**src/rtl/matrix_loader_pkg.sv**
```systemverilog
// Shared definitions for the matrix loader and its coprocessor neighbours.
// Latency: n/a (types and constants only).
// Backpressure: n/a.
package matrix_loader_pkg;

    localparam int ADDR_W      = 7;    // 128-entry MemoryBlock
    localparam int DATA_W      = 16;   // {B element, A element}
    localparam int ELEM_W      = 8;
    localparam int OP_W        = 3;
    localparam int N_ELEMS_DEF = 25;   // 5x5 matrix, row-major

    typedef enum logic [2:0] {
        IDLE,
        HDR_OP,
        HDR_SCALAR,
        LOAD_A,
        LOAD_B,
        DONE
    } ld_state_t;

    // Element address; wraps modulo 2**ADDR_W by construction of the width.
    function automatic logic [ADDR_W-1:0] elem_addr(
        input logic [ADDR_W-1:0] base,
        input logic [ADDR_W-1:0] idx
    );
        return base + idx;
    endfunction

endpackage

```
**src/rtl/matrix_loader.sv**
```systemverilog
// Streams a header (op, scalar) then matrices A and B into memory as {B,A} words.
// Latency: one memory write per B byte, issued the cycle after that byte transfers.
// Backpressure: in_ready high in HDR_OP/HDR_SCALAR/LOAD_A/LOAD_B, low in IDLE/DONE.
//
// Ports: clk, rst (sync, active-high); start request; in_valid/in_ready/in_data
// byte stream; mem_we/mem_addr/mem_data memory write port; op_code/scalar
// latched header for the coprocessor; busy (not IDLE); done (one-cycle pulse).
module matrix_loader
    import matrix_loader_pkg::*;
#(
    parameter logic [ADDR_W-1:0] BASE_ADDR = 7'd0,
    parameter int                N_ELEMS   = N_ELEMS_DEF
) (
    input  logic              clk,
    input  logic              rst,
    input  logic              start,
    input  logic              in_valid,
    input  logic [ELEM_W-1:0] in_data,
    output logic              in_ready,
    output logic              mem_we,
    output logic [ADDR_W-1:0] mem_addr,
    output logic [DATA_W-1:0] mem_data,
    output logic [OP_W-1:0]   op_code,
    output logic [ELEM_W-1:0] scalar,
    output logic              busy,
    output logic              done
);

    localparam int               IDX_W    = (N_ELEMS > 1) ? $clog2(N_ELEMS) : 1;
    localparam logic [IDX_W-1:0] LAST_IDX = IDX_W'(N_ELEMS - 1);

    ld_state_t         state;
    logic [IDX_W-1:0]  index;
    logic [ELEM_W-1:0] a_buf [N_ELEMS];
    logic              xfer;

    // Handshake and status are pure decodes of the state register.
    assign in_ready = (state == HDR_OP) || (state == HDR_SCALAR) ||
                      (state == LOAD_A) || (state == LOAD_B);
    assign busy     = (state != IDLE);
    assign done     = (state == DONE);
    assign xfer     = in_valid && in_ready;

    always_ff @(posedge clk) begin
        if (rst) begin
            state    <= IDLE;
            index    <= '0;
            mem_we   <= 1'b0;
            mem_addr <= '0;
            mem_data <= '0;
            op_code  <= '0;
            scalar   <= '0;
        end else begin
            // Write strobe is a single-cycle pulse per B transfer; address and
            // data simply hold between writes.
            mem_we <= 1'b0;
            case (state)
                IDLE: begin
                    if (start) state <= HDR_OP;
                end
                HDR_OP: begin
                    if (xfer) begin
                        op_code <= in_data[OP_W-1:0];
                        state   <= HDR_SCALAR;
                    end
                end
                HDR_SCALAR: begin
                    if (xfer) begin
                        scalar <= in_data;
                        index  <= '0;
                        state  <= LOAD_A;
                    end
                end
                LOAD_A: begin
                    if (xfer) begin
                        if (index == LAST_IDX) begin
                            index <= '0;
                            state <= LOAD_B;
                        end else begin
                            index <= index + 1'b1;
                        end
                    end
                end
                LOAD_B: begin
                    if (xfer) begin
                        mem_we   <= 1'b1;
                        mem_addr <= elem_addr(BASE_ADDR, ADDR_W'(index));
                        mem_data <= {in_data, a_buf[index]};
                        if (index == LAST_IDX) begin
                            index <= '0;
                            state <= DONE;   // last write lands in this DONE cycle
                        end else begin
                            index <= index + 1'b1;
                        end
                    end
                end
                DONE: begin
                    state <= IDLE;
                end
                default: begin
                    state <= IDLE;
                end
            endcase
        end
    end

    // A-matrix staging buffer; contents are don't-care after reset because
    // every load rewrites all entries before LOAD_B reads them.
    always_ff @(posedge clk) begin
        if (!rst && (state == LOAD_A) && xfer) begin
            a_buf[index] <= in_data;
        end
    end

endmodule

```
**config.mk**
```make
export PLATFORM = sky130hd
export DESIGN_NAME = matrix_loader
export DESIGN_NICKNAME = d
export VERILOG_FILES = /design/src/rtl/matrix_loader_pkg.sv /design/src/rtl/matrix_loader.sv
export SDC_FILE = /design/constraint.sdc
export NUM_CORES = 1
export LEC_CHECK = 0
export BUFFER_PORTS_ARGS = -buffer_cell sky130_fd_sc_hd__buf_2
export CAP_MARGIN = 20
export CORE_MARGIN = 3
export CORE_UTILIZATION = 40
export DETAILED_ROUTE_END_ITERATION = 6
export PLACE_DENSITY = 0.66
export SLEW_MARGIN = 5
export SYNTH_ARGS = -nofsm -noshare
export SYNTH_HDL_FRONTEND = slang
export SYNTH_SLANG_ARGS = --single-unit
```
**constraint.sdc**
```tcl
create_clock -name clk -period 4.8 [get_ports clk]
set_clock_uncertainty 0.2 [all_clocks]
set_input_delay 0.96 -clock clk [delete_from_list [all_inputs] [get_ports clk]]
set_output_delay 0.96 -clock clk [all_outputs]
set_load 0.1 [all_outputs]
```
==> impl_results.md <==
- Via count: around 5400
- Slew Viols, Final: 0
- Hold slack: 0.254 ns
- Cells along the critical path: buf_2 -> nor3_1 -> nand2_1 -> nor2_1
- Synth Area in Simple Gates: 0.0837
- Synth Flop Type: edfxtp_1
- Cell row count: 56
- R2R cell count: 4
- Worst R2R Start: state[0]
- Top post-synthesis cells by count: 200 x edfxtp_1, 91 x nand2_1, 52 x nor2_1, 41 x dfxtp_1, 34 x a21oi_1
- Final net count: 665
- Pleak: 3.52 nW
- Tmin final: 3.07 ns
- Flop pwr share: 0.537
- Initial drt markers: 690
- Top-count cell post-synth: edfxtp_1
- Synth Area in Adders: 0.00521
- DRT Wirelength: approximately 22000 um
- Clock Latency Late Sink: 0.51 ns
- Sequential cell area fraction in the yosys report: 0.711
- GPL Wtd Cong: 0.843
- Hold_buf cts: 0
- Worst-case headroom to the max-slew limit: 0.346
- Top cell type by total area after synthesis: edfxtp_1
- Worst slack, placed: 1.30 ns
- Clk pwr share: 0.425
- First-pass GRT wire length: 33500 um
- Total Die Area: 0.0259 mm2
- Yosys top cell area share: 0.625
- Core area: around 0.024 mm2
- Switching pwr: about 0.88 mW
- CTS clock-pin slew for the worst setup and hold paths: 0.06 ns
- Largest net degree at the start of global routing: 45
- Cts repair resizes: 0
- Async S/R FF share, synth: 0
- Initial Utilization: 0.408
- Largest family of logic cells by synthesized area: multiplexers
- Comb pwr share: 0.038
- Yosys reg bits: between 200 and 250
- Critical-path top delay cell: nor2_1
- Area growth, synth to finish: 12.8%
- Final setup fails: 0
- Max VDD drop: 0.213 mV
- Final hold viol count: 0
- Largest delay contributor family on the critical path: simple AND/OR/NAND/NOR gates
- Setup crit start: rst
- Antenna Nets Post-Route: 0
- Placed insts: 942
- Port buffer count: 47
- Syn Area/Cell: 15.9 um2
- # Post-CTS Setup Buffers: 0
- Top cells by area, synth: edfxtp_1 63%, dfxtp_1 8.5%, mux4_2 7.7%, nand2_1 3.6%, mux4_1 3.0%
- CTS sink cnt: approximately 240
- EDFF count, synth: 200
- XOR/XNOR Fraction of Synth Area: 0.00365
- Buf/Inv on CP: 1
- Reg-to-reg slack, setup: about 1.9 ns
- Vias in the first global route: 5359
- Yosys cell types: 53
- Buffer levels on the longest clock path: 3
- H-tree depth: 1
- Pwr Density: 392 mW/mm2
- Share of layout cells above drive strength 1: 0.193
- Status: finished, final reports clean
- Worst Setup Start Kind: input pin
- F_max: about 330 MHz
- CP arrival: 3.01 ns
- Critical R2R Capture: a_buf[1][5]
- TritonCTS clock tree: built
- Fin crit share: 0.640
- Worst hold path type: reg -> reg
- Initial antenna violation count: 0
- Compound-Gate Fraction of Synth Area: 0.0469
- Gate Count Post-Synth: 604
- Worst Setup End Kind: flop
- Worst setup endpoint: a_buf[1][5]
- Antenna diodes: 0
- IO Pins: 50
- Final setup TNS: 0 ns
- DP HPWL: 14100 um
- Max-cap violations: 0
- Global-route usage over all layers: 0.171
- Internal: roughly 3.4 mW
- Residual DRC: 0
- Total CTS buffers: 24
- RSZ-0062 raised after global routing: false
- Number of cells on the critical path: 4
- WS Path Type: in -> reg
- Layout Cells excl Fill: 986
- Ys Warns: 0
- Die Wd: 161 um
- Mapped cell area: 0.00960 mm2
- Die height: 161 um
- Fin worst setup slack: roughly 1.7 ns
- Vias/cell: 5.48
- Wire length per cell: 22.5 um
- Delay of the slowest cell on the worst path: around 0.64 ns
- Clk root buf: clkbuf_16
- Mux share of post-synthesis cell area: 0.123
- Core Util, Final: 0.460
- WP data required: 4.74 ns
- Drt pass-1 iters: 6
- Measured slew at the worst slew-check pin: ~1 ns
- Crit path max fanout: 44
- Total gr overflow: 0
- Switching Fraction: 0.208
==> power groups by stage <==
stage          clock (mW)  combinational [mW]  sequential [mW]
4_1_cts              1.83               0.163             2.28
5_1_grt              1.92               0.172             2.28
3_3_place_gp            0               0.162             2.32
2_1_floorplan           0              0.0944             2.33
3_5_place_dp            0               0.163             2.32
6_report             1.80               0.162             2.28
==> tightest hold or removal path, stage by stage (launching register included) <==
cell and delay [ns]:
dfxtp_1 0.31, nand2_1 0.05, a21oi_1 0.05
==> kinds of logic after synthesis <==
family | after synthesis
XOR/XNOR | 4
AND/OR/NAND/NOR | 182
adder cells (fa/ha/maj) | 4
AO/OA/AOI/OAI | 72
other | 1
multiplexers | 59
buffers and inverters | 41
flip-flops | 241
==> flip-flops by register name, indices dropped and copies added (netlist names) <==
| register | count |
|---|---|
| a_buf | 200 |
| index | 5 |
| mem_addr | 5 |
| mem_data | 16 |
| mem_we | 1 |
| op_code | 3 |
| scalar | 8 |
| state | 3 |
==> routing by layer <==
metal,routed length (um),global-route usage,vias up
li1,-,-,2398
met3,1730,0.0353,47
met1,9200,0.234,2709
met2,10700,0.278,245
met5,0,0,-
met4,620,0.0508,0
==> metrics by stage <==
stage | power, mW | instance area [um2]
floorplan | 2.43 | 9610
global placement | 2.49 | 10100
detailed placement | 2.49 | 10100
CTS | 4.27 | 10800
global route | 4.37 | 10800
finish | 4.24 | 10800
==> worst min-delay path by stage <==
stage | slack, ns | cells past startpoint | from | end
4_1_cts | 0.26 | 2 | mem_addr[1] | mem_addr[1]
3_5_place_dp | 0.25 | 2 | mem_addr[1] | mem_addr[1]
5_1_grt | 0.27 | 2 | mem_data[11] | mem_data[11]
6_report | 0.25 | 2 | mem_data[11] | mem_data[11]
3_3_place_gp | 0.24 | 2 | mem_data[10] | mem_data[10]
2_1_floorplan | 0.34 | 4 | a_buf[24][0] | mem_data[0]
==> layout by cell type (no fill, tap or decap), drive strengths merged, types with 3 or more instances in the layout <==
cell type	netlist	layout
edfxtp	200	200
nand2	91	91
buf	21	54
nor2	52	52
mux4	44	44
dfxtp	41	41
a21oi	34	34
clkbuf	15	28
mux2i	15	15
o21ai	13	13
clkinv	0	13
nand3b	6	6
nand3	6	6
a211oi	5	5
inv	5	5
nor3	4	4
nor2b	4	4
a22oi	4	4
ha	4	4
a2111oi	4	4
nand2b	3	3
a22o	3	3
nor3b	3	3
==> cell type report <==
type | count | area [um2]
inverter | 5 | 18.8
timing repair buffer | 54 | 288
clock inverter | 16 | 129
fill | 2051 | 12700
clock buffer | 28 | 637
sequential | 241 | 6830
tap | 319 | 399
multi-input combinational | 323 | 2530
No activity file was read; power rests on OpenSTA's default activity.
